[src/rtl/ddr3_init_engine.sv]
// DDR3 power-up sequencer: RESET#/CKE timing, MRS to MR2/MR3/MR1/MR0, then ZQCL.
// Commands leave over a valid/ready handshake; every output is registered from the next state.
module ddr3_init_engine #(
    parameter int          T_RST    = 200,
    parameter int          T_CKE    = 500,
    parameter int          T_XPR    = 5,
    parameter int          T_MRD    = 4,
    parameter int          T_MOD    = 12,
    parameter int          T_ZQINIT = 512,
    parameter logic [13:0] MR0_VAL  = 14'h0520,
    parameter logic [13:0] MR1_VAL  = 14'h0004,
    parameter logic [13:0] MR2_VAL  = 14'h0008,
    parameter logic [13:0] MR3_VAL  = 14'h0000,
    parameter int          CNT_W    = 16
) (
    input  logic        clk,
    input  logic        rst,
    input  logic        i_init_start,
    output logic        o_init_done,
    output logic        o_init_busy,
    output logic        o_ddr_reset_n,
    output logic        o_ddr_cke,
    output logic        o_cmd_valid,
    input  logic        i_cmd_ready,
    output logic [2:0]  o_cmd,
    output logic [2:0]  o_cmd_ba,
    output logic [13:0] o_cmd_addr,
    output logic [3:0]  o_state
);

    typedef enum logic [3:0] {
        IDLE, RST_HOLD, CKE_WAIT, XPR_WAIT, MRS2, W2, MRS3, W3,
        MRS1, W1, MRS0, W0, ZQCL, WZQ, DONE
    } state_t;

    localparam logic [2:0] CMD_MRS  = 3'b000;
    localparam logic [2:0] CMD_ZQCL = 3'b110;
    localparam logic [2:0] CMD_NOP  = 3'b111;

    localparam logic [CNT_W-1:0] L_RST = CNT_W'(T_RST - 1);
    localparam logic [CNT_W-1:0] L_CKE = CNT_W'(T_CKE - 1);
    localparam logic [CNT_W-1:0] L_XPR = CNT_W'(T_XPR - 1);
    localparam logic [CNT_W-1:0] L_MRD = CNT_W'(T_MRD - 1);
    localparam logic [CNT_W-1:0] L_MOD = CNT_W'(T_MOD - 1);
    localparam logic [CNT_W-1:0] L_ZQ  = CNT_W'(T_ZQINIT - 1);

    state_t             r_state, w_next_state;
    logic [CNT_W-1:0]   r_timer, w_next_timer;
    logic               w_tmr_zero, w_xfer;
    logic               w_reset_n, w_cke, w_valid, w_done, w_busy;
    logic [2:0]         w_cmd, w_ba;
    logic [13:0]        w_addr;

    assign w_tmr_zero = (r_timer == '0);
    assign w_xfer     = o_cmd_valid & i_cmd_ready;

    // Timer counts down to zero and parks there; transitions reload it for the next wait.
    always_comb begin
        w_next_state = r_state;
        w_next_timer = w_tmr_zero ? '0 : r_timer - 1'b1;
        case (r_state)
            IDLE:     if (i_init_start) begin w_next_state = RST_HOLD; w_next_timer = L_RST; end
            RST_HOLD: if (w_tmr_zero)   begin w_next_state = CKE_WAIT; w_next_timer = L_CKE; end
            CKE_WAIT: if (w_tmr_zero)   begin w_next_state = XPR_WAIT; w_next_timer = L_XPR; end
            XPR_WAIT: if (w_tmr_zero)   w_next_state = MRS2;
            MRS2:     if (w_xfer)       begin w_next_state = W2; w_next_timer = L_MRD; end
            W2:       if (w_tmr_zero)   w_next_state = MRS3;
            MRS3:     if (w_xfer)       begin w_next_state = W3; w_next_timer = L_MRD; end
            W3:       if (w_tmr_zero)   w_next_state = MRS1;
            MRS1:     if (w_xfer)       begin w_next_state = W1; w_next_timer = L_MRD; end
            W1:       if (w_tmr_zero)   w_next_state = MRS0;
            MRS0:     if (w_xfer)       begin w_next_state = W0; w_next_timer = L_MOD; end
            W0:       if (w_tmr_zero)   w_next_state = ZQCL;
            ZQCL:     if (w_xfer)       begin w_next_state = WZQ; w_next_timer = L_ZQ; end
            WZQ:      if (w_tmr_zero)   w_next_state = DONE;
            DONE:     w_next_state = DONE;
            default:  w_next_state = IDLE;
        endcase
    end

    // Output values for the state being entered, so registered outputs line up with r_state.
    always_comb begin
        w_reset_n = !(w_next_state == IDLE || w_next_state == RST_HOLD);
        w_cke     = !(w_next_state == IDLE || w_next_state == RST_HOLD ||
                      w_next_state == CKE_WAIT);
        w_done    = (w_next_state == DONE);
        w_busy    = (w_next_state != IDLE) && (w_next_state != DONE);
        w_valid   = 1'b0;
        w_cmd     = CMD_NOP;
        w_ba      = 3'd0;
        w_addr    = 14'd0;
        case (w_next_state)
            MRS2: begin w_valid = 1'b1; w_cmd = CMD_MRS;  w_ba = 3'd2; w_addr = MR2_VAL; end
            MRS3: begin w_valid = 1'b1; w_cmd = CMD_MRS;  w_ba = 3'd3; w_addr = MR3_VAL; end
            MRS1: begin w_valid = 1'b1; w_cmd = CMD_MRS;  w_ba = 3'd1; w_addr = MR1_VAL; end
            MRS0: begin w_valid = 1'b1; w_cmd = CMD_MRS;  w_ba = 3'd0; w_addr = MR0_VAL; end
            ZQCL: begin w_valid = 1'b1; w_cmd = CMD_ZQCL; w_ba = 3'd0; w_addr = 14'h0400; end
            default: ;
        endcase
    end

    always_ff @(posedge clk or posedge rst) begin
        if (rst) begin
            r_state       <= IDLE;
            r_timer       <= '0;
            o_init_done   <= 1'b0;
            o_init_busy   <= 1'b0;
            o_ddr_reset_n <= 1'b0;
            o_ddr_cke     <= 1'b0;
            o_cmd_valid   <= 1'b0;
            o_cmd         <= CMD_NOP;
            o_cmd_ba      <= 3'd0;
            o_cmd_addr    <= 14'd0;
        end else begin
            r_state       <= w_next_state;
            r_timer       <= w_next_timer;
            o_init_done   <= w_done;
            o_init_busy   <= w_busy;
            o_ddr_reset_n <= w_reset_n;
            o_ddr_cke     <= w_cke;
            o_cmd_valid   <= w_valid;
            o_cmd         <= w_cmd;
            o_cmd_ba      <= w_ba;
            o_cmd_addr    <= w_addr;
        end
    end

    assign o_state = r_state;

endmodule

[config.mk]
export PLATFORM = sky130hd
export DESIGN_NAME = ddr3_init_engine
export DESIGN_NICKNAME = d
export VERILOG_FILES = /design/src/rtl/ddr3_init_engine.sv
export SDC_FILE = /design/constraint.sdc
export NUM_CORES = 1
export LEC_CHECK = 0
export CAP_MARGIN = 5
export CELL_PAD_IN_SITES_DETAIL_PLACEMENT = 1
export CELL_PAD_IN_SITES_GLOBAL_PLACEMENT = 2
export CORE_MARGIN = 2
export CORE_UTILIZATION = 32
export CTS_CLUSTER_SIZE = 20
export DETAILED_ROUTE_END_ITERATION = 8
export PLACE_DENSITY = 0.77
export SYNTH_ARGS = -nofsm -noshare
export SYNTH_HDL_FRONTEND = slang
export SYNTH_SLANG_ARGS = --single-unit
[constraint.sdc]
create_clock -name clk -period 2.3 [get_ports clk]
set_input_delay 0.575 -clock clk [delete_from_list [all_inputs] [get_ports clk]]
set_output_delay 0.575 -clock clk [all_outputs]
set_load 0.03 [all_outputs]
==> impl_metrics.json, run 1 <==
{
  "netlist_area_sq_um": 1932,
  "leakagePower_nw": 0.8870,
  "rsz0062_at_grt": "no",
  "grt_max_degree": 34,
  "synth_common_cells": "dfrtp_1 (31), nand2_1 (15), a21oi_1 (14)",
  "crit_required_ns": 2.51,
  "status": "completed",
  "grt_pass1_wl_um": 8604,
  "place_congestion": 0.8164,
  "ys.flop_type": "dfrtp_1",
  "dieArea_sq_um": 6675,
  "portBuffers": 22,
  "syn_inst": 211,
  "grt_pass1_vias": 1693,
  "antenna_found_initial": 0,
  "postLayoutCoreUtil_pct": 39.80,
  "ys_ff_latch": 33,
  "path_max_fanout": 6,
  "yosysWarningCount": 0,
  "setup_slack_ns": 0.1589,
  "grt_use_total_pct": 17.15,
  "hold_viol_final": 0,
  "initial_core_util_pct": 32.82,
  "cts_htree_levels": 2,
  "min_period_ns": 2.141,
  "clkTransAtPathRegs_ns": 0.07,
  "ys_types": 48,
  "finalClockSkew_ns": 0.006521,
  "drive_gt1_share_pct": 13.28,
  "fin_hold_ws_ns": 0.5151,
  "cts_tree": "yes",
  "finalCritPeriodShare_pct": 93.09,
  "firstDrtPassIters": 4,
  "drv_slew": 0,
  "power.density_nw_per_um2": 446.8,
  "postCtsHoldBufs": 0,
  "synth_top_area_share_pct": 40.16,
  "cts_max_path_buffers": 2,
  "hp-class": "flop to flop",
  "place_hpwl_um": 3637,
  "avgSynthCellArea_sq_um": 9.156,
  "insertion_delay_ns": 0.29,
  "die_x_um": 81.70,
  "wl_per_cell_um": 15.57,
  "crit_type": "flop to flop",
  "num_vias": 1601,
  "synth_area_leader_cell": "dfrtp_1",
  "coreArea_sq_um": 5886,
  "grt_overflow": 0,
  "max_cap_violations": 0,
  "async_flop_share_pct": 100.0,
  "dieHeight_um": 81.70,
  "synth.yosys.seq_area_share_pct": 42.88,
  "area_growth_pct": 21.24,
  "end_kind": "flop",
  "cts_setup_buffers": 0,
  "max-vdd-ir-drop_v": 0.0002328,
  "drc": 0,
  "row_count": 28,
  "clock_sinks": 33,
  "place_ws_ns": 0.1700,
  "routed_wl_um": 4919,
  "ctsResizeCount": 0,
  "fmax_ghz": 0.4670,
  "diodes": 0,
  "synth_edf_count": 0,
  "vias_per_cell": 5.066,
  "synth.most_common_cell": "dfrtp_1",
  "start_kind": "flop",
  "cts-buffers-inserted": 5,
  "pin_count": 33,
  "fin_nets": 246,
  "setup_tns_ns": 0,
  "drtIter0Drc": 58,
  "cts-root-buf": "clkbuf_8",
  "synth_area_leaders": "dfrtp_1 (40%), buf_4 (4.7%), a21oi_1 (3.6%), xor2_1 (3.6%), nor3_1 (3.1%)",
  "cp.arrival_ns": 2.35,
  "final-setup-viol-count": 0,
  "nFillCells": 705,
  "antenna_left": 0
}
-- cell usage in the layout (no fill, tap or decap), types with 2 or more instances in the layout --
cell / n
nand2_1: 15
dfstp_2: 2
inv_1: 3
xnor2_1: 6
and2_1: 3
or4_1: 4
nand3b_1: 5
nor2b_1: 4
nor2_1: 12
mux2i_1: 2
clkdlybuf4s50_1: 22
buf_4: 16
dfrtp_1: 31
or4_4: 2
clkbuf_8: 5
a31oi_1: 2
o21ai_0: 9
a21oi_1: 14
nand3_1: 8
nor4_1: 4
clkinv_2: 2
xor2_1: 8
ha_1: 2
o31ai_1: 2
nand4b_1: 2
nand2b_1: 3
nor3b_1: 2
nor3_1: 12
conb_1: 10
o211ai_1: 6
or3_1: 2
nand4_1: 4
-- cell type report --
| cell class | count | area, sq um | share of cell area, % |
|---|---|---|---|
| Clock buffer | 6 | 72.57 | 3.098 |
| Clock inverter | 2 | 10.01 | 0.4273 |
| Inverter | 3 | 11.26 | 0.4808 |
| Multi-Input combinational cell | 159 | 985.9 | 42.09 |
| Sequential cell | 33 | 828.3 | 35.36 |
| Tap cell | 75 | 93.84 | 4.006 |
| Timing Repair Buffer | 38 | 340.3 | 14.53 |
-- critical path: stages, from the launching register on --
cell,delay (ns)
dfrtp_1,0.44
or4_4,0.57
or4_1,0.50
or4_1,0.42
a21oi_1,0.13
-- per-layer routing --
metal	share of wire, %	vias to the layer above	wire length, um	track usage, %
li1	-	790	-	-
met1	47	787	2295	22.38
met2	50	17	2459	28.36
met3	1.9	7	92	3.297
met4	1.5	0	72	6.167
met5	0	-	0	0
-- final timing paths --
path	startpoint	endpoint	slack [ns]	cells after the start
setup / recovery	r_timer[2]$_DFF_PP0_	r_timer[15]$_DFF_PP0_	0.16	4
hold / removal	r_timer[0]$_DFF_PP0_	r_timer[0]$_DFF_PP0_	0.52	1
setup reg to reg	r_timer[2]$_DFF_PP0_	r_timer[15]$_DFF_PP0_	0.16	4
hold reg to reg	r_timer[0]$_DFF_PP0_	r_timer[0]$_DFF_PP0_	0.52	1
max in group asynchronous	rst	o_cmd[1]$_DFF_PP1_	1.28	3
min in group asynchronous	rst	o_cmd_ba[0]$_DFF_PP0_	0.69	3
-- where the power goes --
part	internal (W)	total (W)	switching, W
Sequential	0.000580	0.000580	0
Combinational	0.00000637	0.0000417	0.0000354
Clock	0.000210	0.000425	0.000215
-- per-stage QoR --
stage	cell area (sq um)	cells	total power, W
global route	2342	316	0.001092
finish	2342	316	0.001047
floorplan	1966	220	0.0006355
detailed placement	2258	308	0.0006337
CTS	2341	316	0.001068
global placement	2258	308	0.0006332
-- registers in the layout (all words and copies together), names as in the netlist --
name / count
o_cmd: 2
o_cmd_addr: 4
o_cmd_ba: 2
o_cmd_valid: 1
o_ddr_cke: 1
o_ddr_reset_n: 1
o_init_busy: 1
o_init_done: 1
o_state: 4
r_timer: 16
-- logic make-up after synthesis --
logic type      Yosys count  share of synthesized area (%)
compound gates           41                          13.34
flops                    33                          42.88
xor+xnor                 14                          6.347
other cells               1                         0.1941
buf+inv                  28                          7.902
fa+ha+maj                 2                          1.295
mux                       2                          1.036
simple gates             90                          27.01
Note: power is estimated with default switching activity, not from simulation.
==> inputs of run 2 (changes only) <==
--- a/config.mk
+++ b/config.mk
@@ -13,6 +13,7 @@
 export CTS_CLUSTER_SIZE = 20
 export DETAILED_ROUTE_END_ITERATION = 8
 export PLACE_DENSITY = 0.77
+export SLEW_MARGIN = 15
 export SYNTH_ARGS = -nofsm -noshare
 export SYNTH_HDL_FRONTEND = slang
 export SYNTH_SLANG_ARGS = --single-unit
==> results of run 2 <==
The final DEF is identical to that of run 1; final timing and power are the same.
==> edit 1 (flow settings as in run 1) <==
Change the parameter `CNT_W` from 16 to 12.
--- a/src/rtl/ddr3_init_engine.sv
+++ b/src/rtl/ddr3_init_engine.sv
@@ -12,5 +12,5 @@
     parameter logic [13:0] MR2_VAL  = 14'h0008,
     parameter logic [13:0] MR3_VAL  = 14'h0000,
-    parameter int          CNT_W    = 16
+    parameter int          CNT_W    = 12
 ) (
     input  logic        clk,
Check against the original RTL: same outputs for any inputs over 10 cycles, from zero or initial values and one cycle with rst high; that may be too few to reach the edited logic, so the function may still have changed.
==> edit 1 against run 1 <==
Sequential cell count shrank 4; die area shrank 13%; routed wire length shrank 2.8%; hold slack gained 0.011 ns; setup slack lost 0.029 ns; via count shrank 6.9%; design area shrank 10%; synthesized area shrank 13%; highest routed layer unchanged.
Power is not compared: it rests on default switching activity, and its combinational part moved more than twofold at a synthesized area within 25%.
==> edit 1: results (changes against run 1) <==
synthesis:
  synth_ff_type: "dfrtp_1"
  synthAdderAreaFrac_pct: 0.746  # -0.55 points
  synth_warnings: 0  # unchanged
  synth-compound-area-share_pct: 15.4  # +2.0 points
  synthTopCellsByCount: "27 x dfrtp_1, 19 x nand2_1, 15 x nor2_1"
  synthXorXnorAreaFrac_pct: 4.70  # -1.6 points
  muxShareOfSynthArea_pct: 1.19  # +0.16 points
  yosys.cell_types.count: 51  # +6.3%
  synth_area_leaders: "dfrtp_1 40%, buf_4 5.4%, nand2_1 4.3%"
  syn_avg_cell_area_um2: 8.97  # -2.1%
  ys_seq_area_share_pct: 43.4  # +0.56 points
global_routing:
  first_global_vias: 1653  # -2.4%
  grt_max_degree: 30  # -12%
  gr-usage-met2_pct: 30.2  # +1.8 points
  grt_util_met3_pct: 3.79  # +0.49 points
  met1_usage_pct: 21.8  # -0.58 points
  grt_pass1_wl_mm: 8.16  # -5.1%
  grt_usage_pct: 17.6  # +0.45 points
  grt_antenna_before_repair: 0  # unchanged
route:
  wl_mm: 4.78  # -2.8%
  ant_nets: 0  # unchanged
  viasPerCell: 5.11  # +0.78%
  wl_per_cell_um: 16.4  # +5.2%
  drt_iter0_markers: 65  # +12%
  wl_met3_um: 155  # +68%
  wl_met1_mm: 2.01  # -12%
  top_layer: "met4"
  first_pass_iters: 4  # unchanged
  wl_met2_mm: 2.55  # +3.7%
outcome:
  status: "finished, final reports clean"
final_layout:
  drive_gt1_share_pct: 14.9  # +1.6 points
  fillers: 599  # -15%
  largest_register_ffs: 12  # -4
  nets: 226  # -8.1%
  multi_input_area_um2: 833  # -15%
critical_path:
  r2r-start: "r_timer[0]$_DFF_PP0_"
  r2r_cells: 6  # +2
  cp_slowest_stage_delay_ns: 0.50  # -0.07 ns
  crit_end: "o_cmd_addr[2]$_DFF_PP0_"
  critical_path.startpoint: "r_timer[0]$_DFF_PP0_"
  slowest_stage: "or4b_4"
  worstSetupStartpointType: "flip-flop"
  cp.arrival_ns: 2.39  # +0.04 ns
timing:
  hold_ws_ns: 0.526  # +0.0108 ns
  fin_skew_ns: 0.00918  # +0.00266 ns
  worst_slack_ns: 0.129  # -0.0294 ns
clocking:
  cts_setup_buffers: 0  # unchanged
placement:
  dp_slack_ns: 0.0303  # -0.140 ns
  placed_cells: 284  # -7.8%
  post_dp_cell_area_um2: 2020  # -11%
  dp_hpwl_mm: 3.63  # -0.13%
  gp_congestion: 0.798  # -2.2%
edit 1: changes by cell type in the layout (fill, tap and decap cells not counted), moves of 3 or more:
cell,run 1,this run
nand3b_1,5,1
nor2b_1,4,1
a21oi_1,14,10
inv_1,3,7
nor3_1,12,9
nand2_1,15,19
xor2_1,8,3
dfrtp_1,31,27
nand2b_1,3,0
o211ai_1,6,2
nor2_1,12,15
edit 1: cell type report:
type                            count  area share (%)
Inverter                            7            1.25
Timing Repair Buffer               39            16.5
Clock inverter                      2           0.475
Tap cell                           70            4.16
Multi-Input combinational cell    139            39.6
Sequential cell                    29            34.6
Clock buffer                        6            3.45
edit 1: repair_timing:
| action | in CTS | in global routing |
|---|---|---|
| setup endpoints to repair | 0 | 10 |
| endpoints found under the hold margin | 0 | 0 |
| resized for setup | 0 | 1 |
edit 1: power by group:
part	internal [mW]	leakage [nW]	switching, mW
combinational	0.307	0.495	0.396
sequential	0.619	0.368	0.104
clock	0.209	0.0450	0.197
==> edit 2 (flow settings as in run 1) <==
Without the edit above. Take the reset off `o_cmd_addr` and load it in a clocked block of its own.
--- a/src/rtl/ddr3_init_engine.sv
+++ b/src/rtl/ddr3_init_engine.sv
@@ -111,5 +111,4 @@
             o_cmd         <= CMD_NOP;
             o_cmd_ba      <= 3'd0;
-            o_cmd_addr    <= 14'd0;
         end else begin
             r_state       <= w_next_state;
@@ -122,6 +121,9 @@
             o_cmd         <= w_cmd;
             o_cmd_ba      <= w_ba;
-            o_cmd_addr    <= w_addr;
         end
+    end
+
+    always_ff @(posedge clk) begin
+        o_cmd_addr <= w_addr;
     end
 
Behaviour: same outputs for any inputs over 10 cycles, from zero or initial values and one cycle with rst high; that may be too few to reach the edited logic, so the function may still have changed.
==> edit 2 against run 1 <==
Sequential cell count is the same; setup slack gained 0.0011 ns; non-clock buffer count is the same; power grew 6.4%; synthesized cell count is the same; via count grew 3.5%; routed wire length grew 5.7%; design area grew 0.16%; synthesized area shrank 1.0%; critical endpoint is now o_state[3].
==> edit 2: results (changes against run 1) <==
clocking:
  insertion_delay_ns: 0.29  # about the same
  cts_root_buffer: "clkbuf_8"
  cts_made_buffers: 5  # unchanged
  clock_path_buffers: 2  # unchanged
  path_clk_slew_ns: 0.07  # about the same
  htreeDepth: 2  # unchanged
global_routing:
  first_global_vias: 1667  # -1.5%
  grt_antenna_before_repair: 0  # unchanged
  grt_max_degree: 30  # -12%
  grt_pass1_wl_mm: 8.74  # +1.5%
  grt_usage_pct: 17.8  # +0.69 points
final_layout:
  antennaDiodeCount: 0  # unchanged
  nets: 246  # unchanged
  fillers: 681  # -3.4%
  drive_gt1_share_pct: 13.7  # +0.41 points
  top_register: "r_timer"
  largest_register_ffs: 16  # unchanged
power:
  p_leak_nw: 0.872  # -1.6%
  ir_worst_vdd_uv: 253  # +8.5%
  switching_share_pct: 23.1  # -0.78 points
route:
  first_pass_iters: 4  # unchanged
  viasPerCell: 5.24  # +3.5%
  drt_iter0_markers: 69  # +19%
  wl_mm: 5.20  # +5.7%
synthesis:
  muxShareOfSynthArea_pct: 1.05  # +0.011 points
  async_flop_share_pct: 87.9  # -12 points
  yosys.cell_types.count: 49  # +2.1%
  yosysTopAreaCellShare_pct: 35.3  # -4.8 points
  synthXorXnorAreaFrac_pct: 6.41  # +0.066 points
  synth_area_leaders: "dfrtp_1 35%, buf_4 4.7%, dfxtp_1 4.2%"
  ys_seq_area_share_pct: 42.3  # -0.60 points
  synthTopCellsByCount: "27 x dfrtp_1, 15 x nand2_1, 14 x a21oi_1"
  synthAdderAreaFrac_pct: 1.31  # +0.014 points
  synth_warnings: 0  # unchanged
  synth-compound-area-share_pct: 13.5  # +0.14 points
  syn_avg_cell_area_um2: 9.06  # -1.0%
placement:
  dp_hpwl_mm: 3.74  # +2.9%
  gp_congestion: 0.788  # -3.4%
  io_buffers: 22  # unchanged
critical_path:
  slowest_stage: "clkdlybuf4s50_1"
  critical_path.startpoint: "o_state[3]$_DFF_PP0_"
  cp.arrival_ns: 1.57  # -0.78 ns
  r2r-start: "r_timer[3]$_DFF_PP0_"
  cp_slowest_stage_delay_ns: 0.74  # +0.17 ns
  crit_family: "buffers and inverters"
  crit_path_max_fanout: 8  # +2
  reg2reg_slack_ns: 0.17
timing:
  fin_skew_ns: 0.00473  # -0.00179 ns
  setup_viol_count_final: 0  # unchanged
outcome:
  status: "finished, final reports clean"
worst_hold_path:
  min_path_type: "reg -> reg"
  hp-start: "r_timer[0]$_DFF_PP0_"
-- edit 2: timing repair --
action / CTS / global route
setup endpoints to repair: 0 / 2
buffers inserted: 0 / 0
resized for setup: 0 / 1
-- edit 2: power groups by stage --
stage	logic [mW]	clock network [mW]	registers, mW
after floorplan	0.0432	0	0.590
after global placement	0.0412	0	0.590
after detailed placement	0.0412	0	0.590
after CTS	0.0413	0.514	0.579
after global routing	0.0451	0.536	0.579
final	0.0405	0.494	0.579
-- edit 2: worst paths after layout --
path / to / cells past startpoint
worst max register to register: r_timer[15]$_DFF_PP0_ / 4
max in group asynchronous: o_cmd[1]$_DFF_PP1_ / 3
worst max-delay path: o_state[3] / 1
worst min register to register: r_timer[0]$_DFF_PP0_ / 1
worst min-delay path: r_timer[0]$_DFF_PP0_ / 1
min in group asynchronous: o_ddr_cke$_DFF_PP0_ / 3
-- edit 2: cells by family after synthesis --
logic type      Yosys count
flops                    33
xor+xnor                 14
other cells               1
simple gates             90
compound gates           41
mux                       2
buf+inv                  28
fa+ha+maj                 2
-- edit 2: area by class of cell --
class / count / area (um^2) / share of cell area, %
Tap cell: 75 / 93.8 / 4.00
Inverter: 3 / 11.3 / 0.480
Clock buffer: 7 / 96.3 / 4.11
Multi-Input combinational cell: 159 / 991 / 42.2
Clock inverter: 1 / 5.00 / 0.213
Timing Repair Buffer: 38 / 340 / 14.5
Sequential cell: 33 / 808 / 34.5
-- edit 2: metal layers --
| layer | up-vias | part of all wire, % | GRT usage, % |
|---|---|---|---|
| li1 | 791 | - | - |
| met1 | 833 | 44 | 22.8 |
| met2 | 27 | 52 | 30.5 |
| met3 | 6 | 2.6 | 3.56 |
| met4 | 0 | 1.0 | 5.08 |
| met5 | - | 0 | 0 |
-- edit 2: through the flow --
step,setup slack (ns),hold WS (ns),instances,instance area [um^2]
finish,0.160,0.525,316,2350
global route,0.0628,0.558,316,2350
CTS,0.150,0.529,316,2340
detailed placement,0.196,0.514,308,2240
global placement,0.229,0.503,308,2240
floorplan,0.285,0.472,220,1950
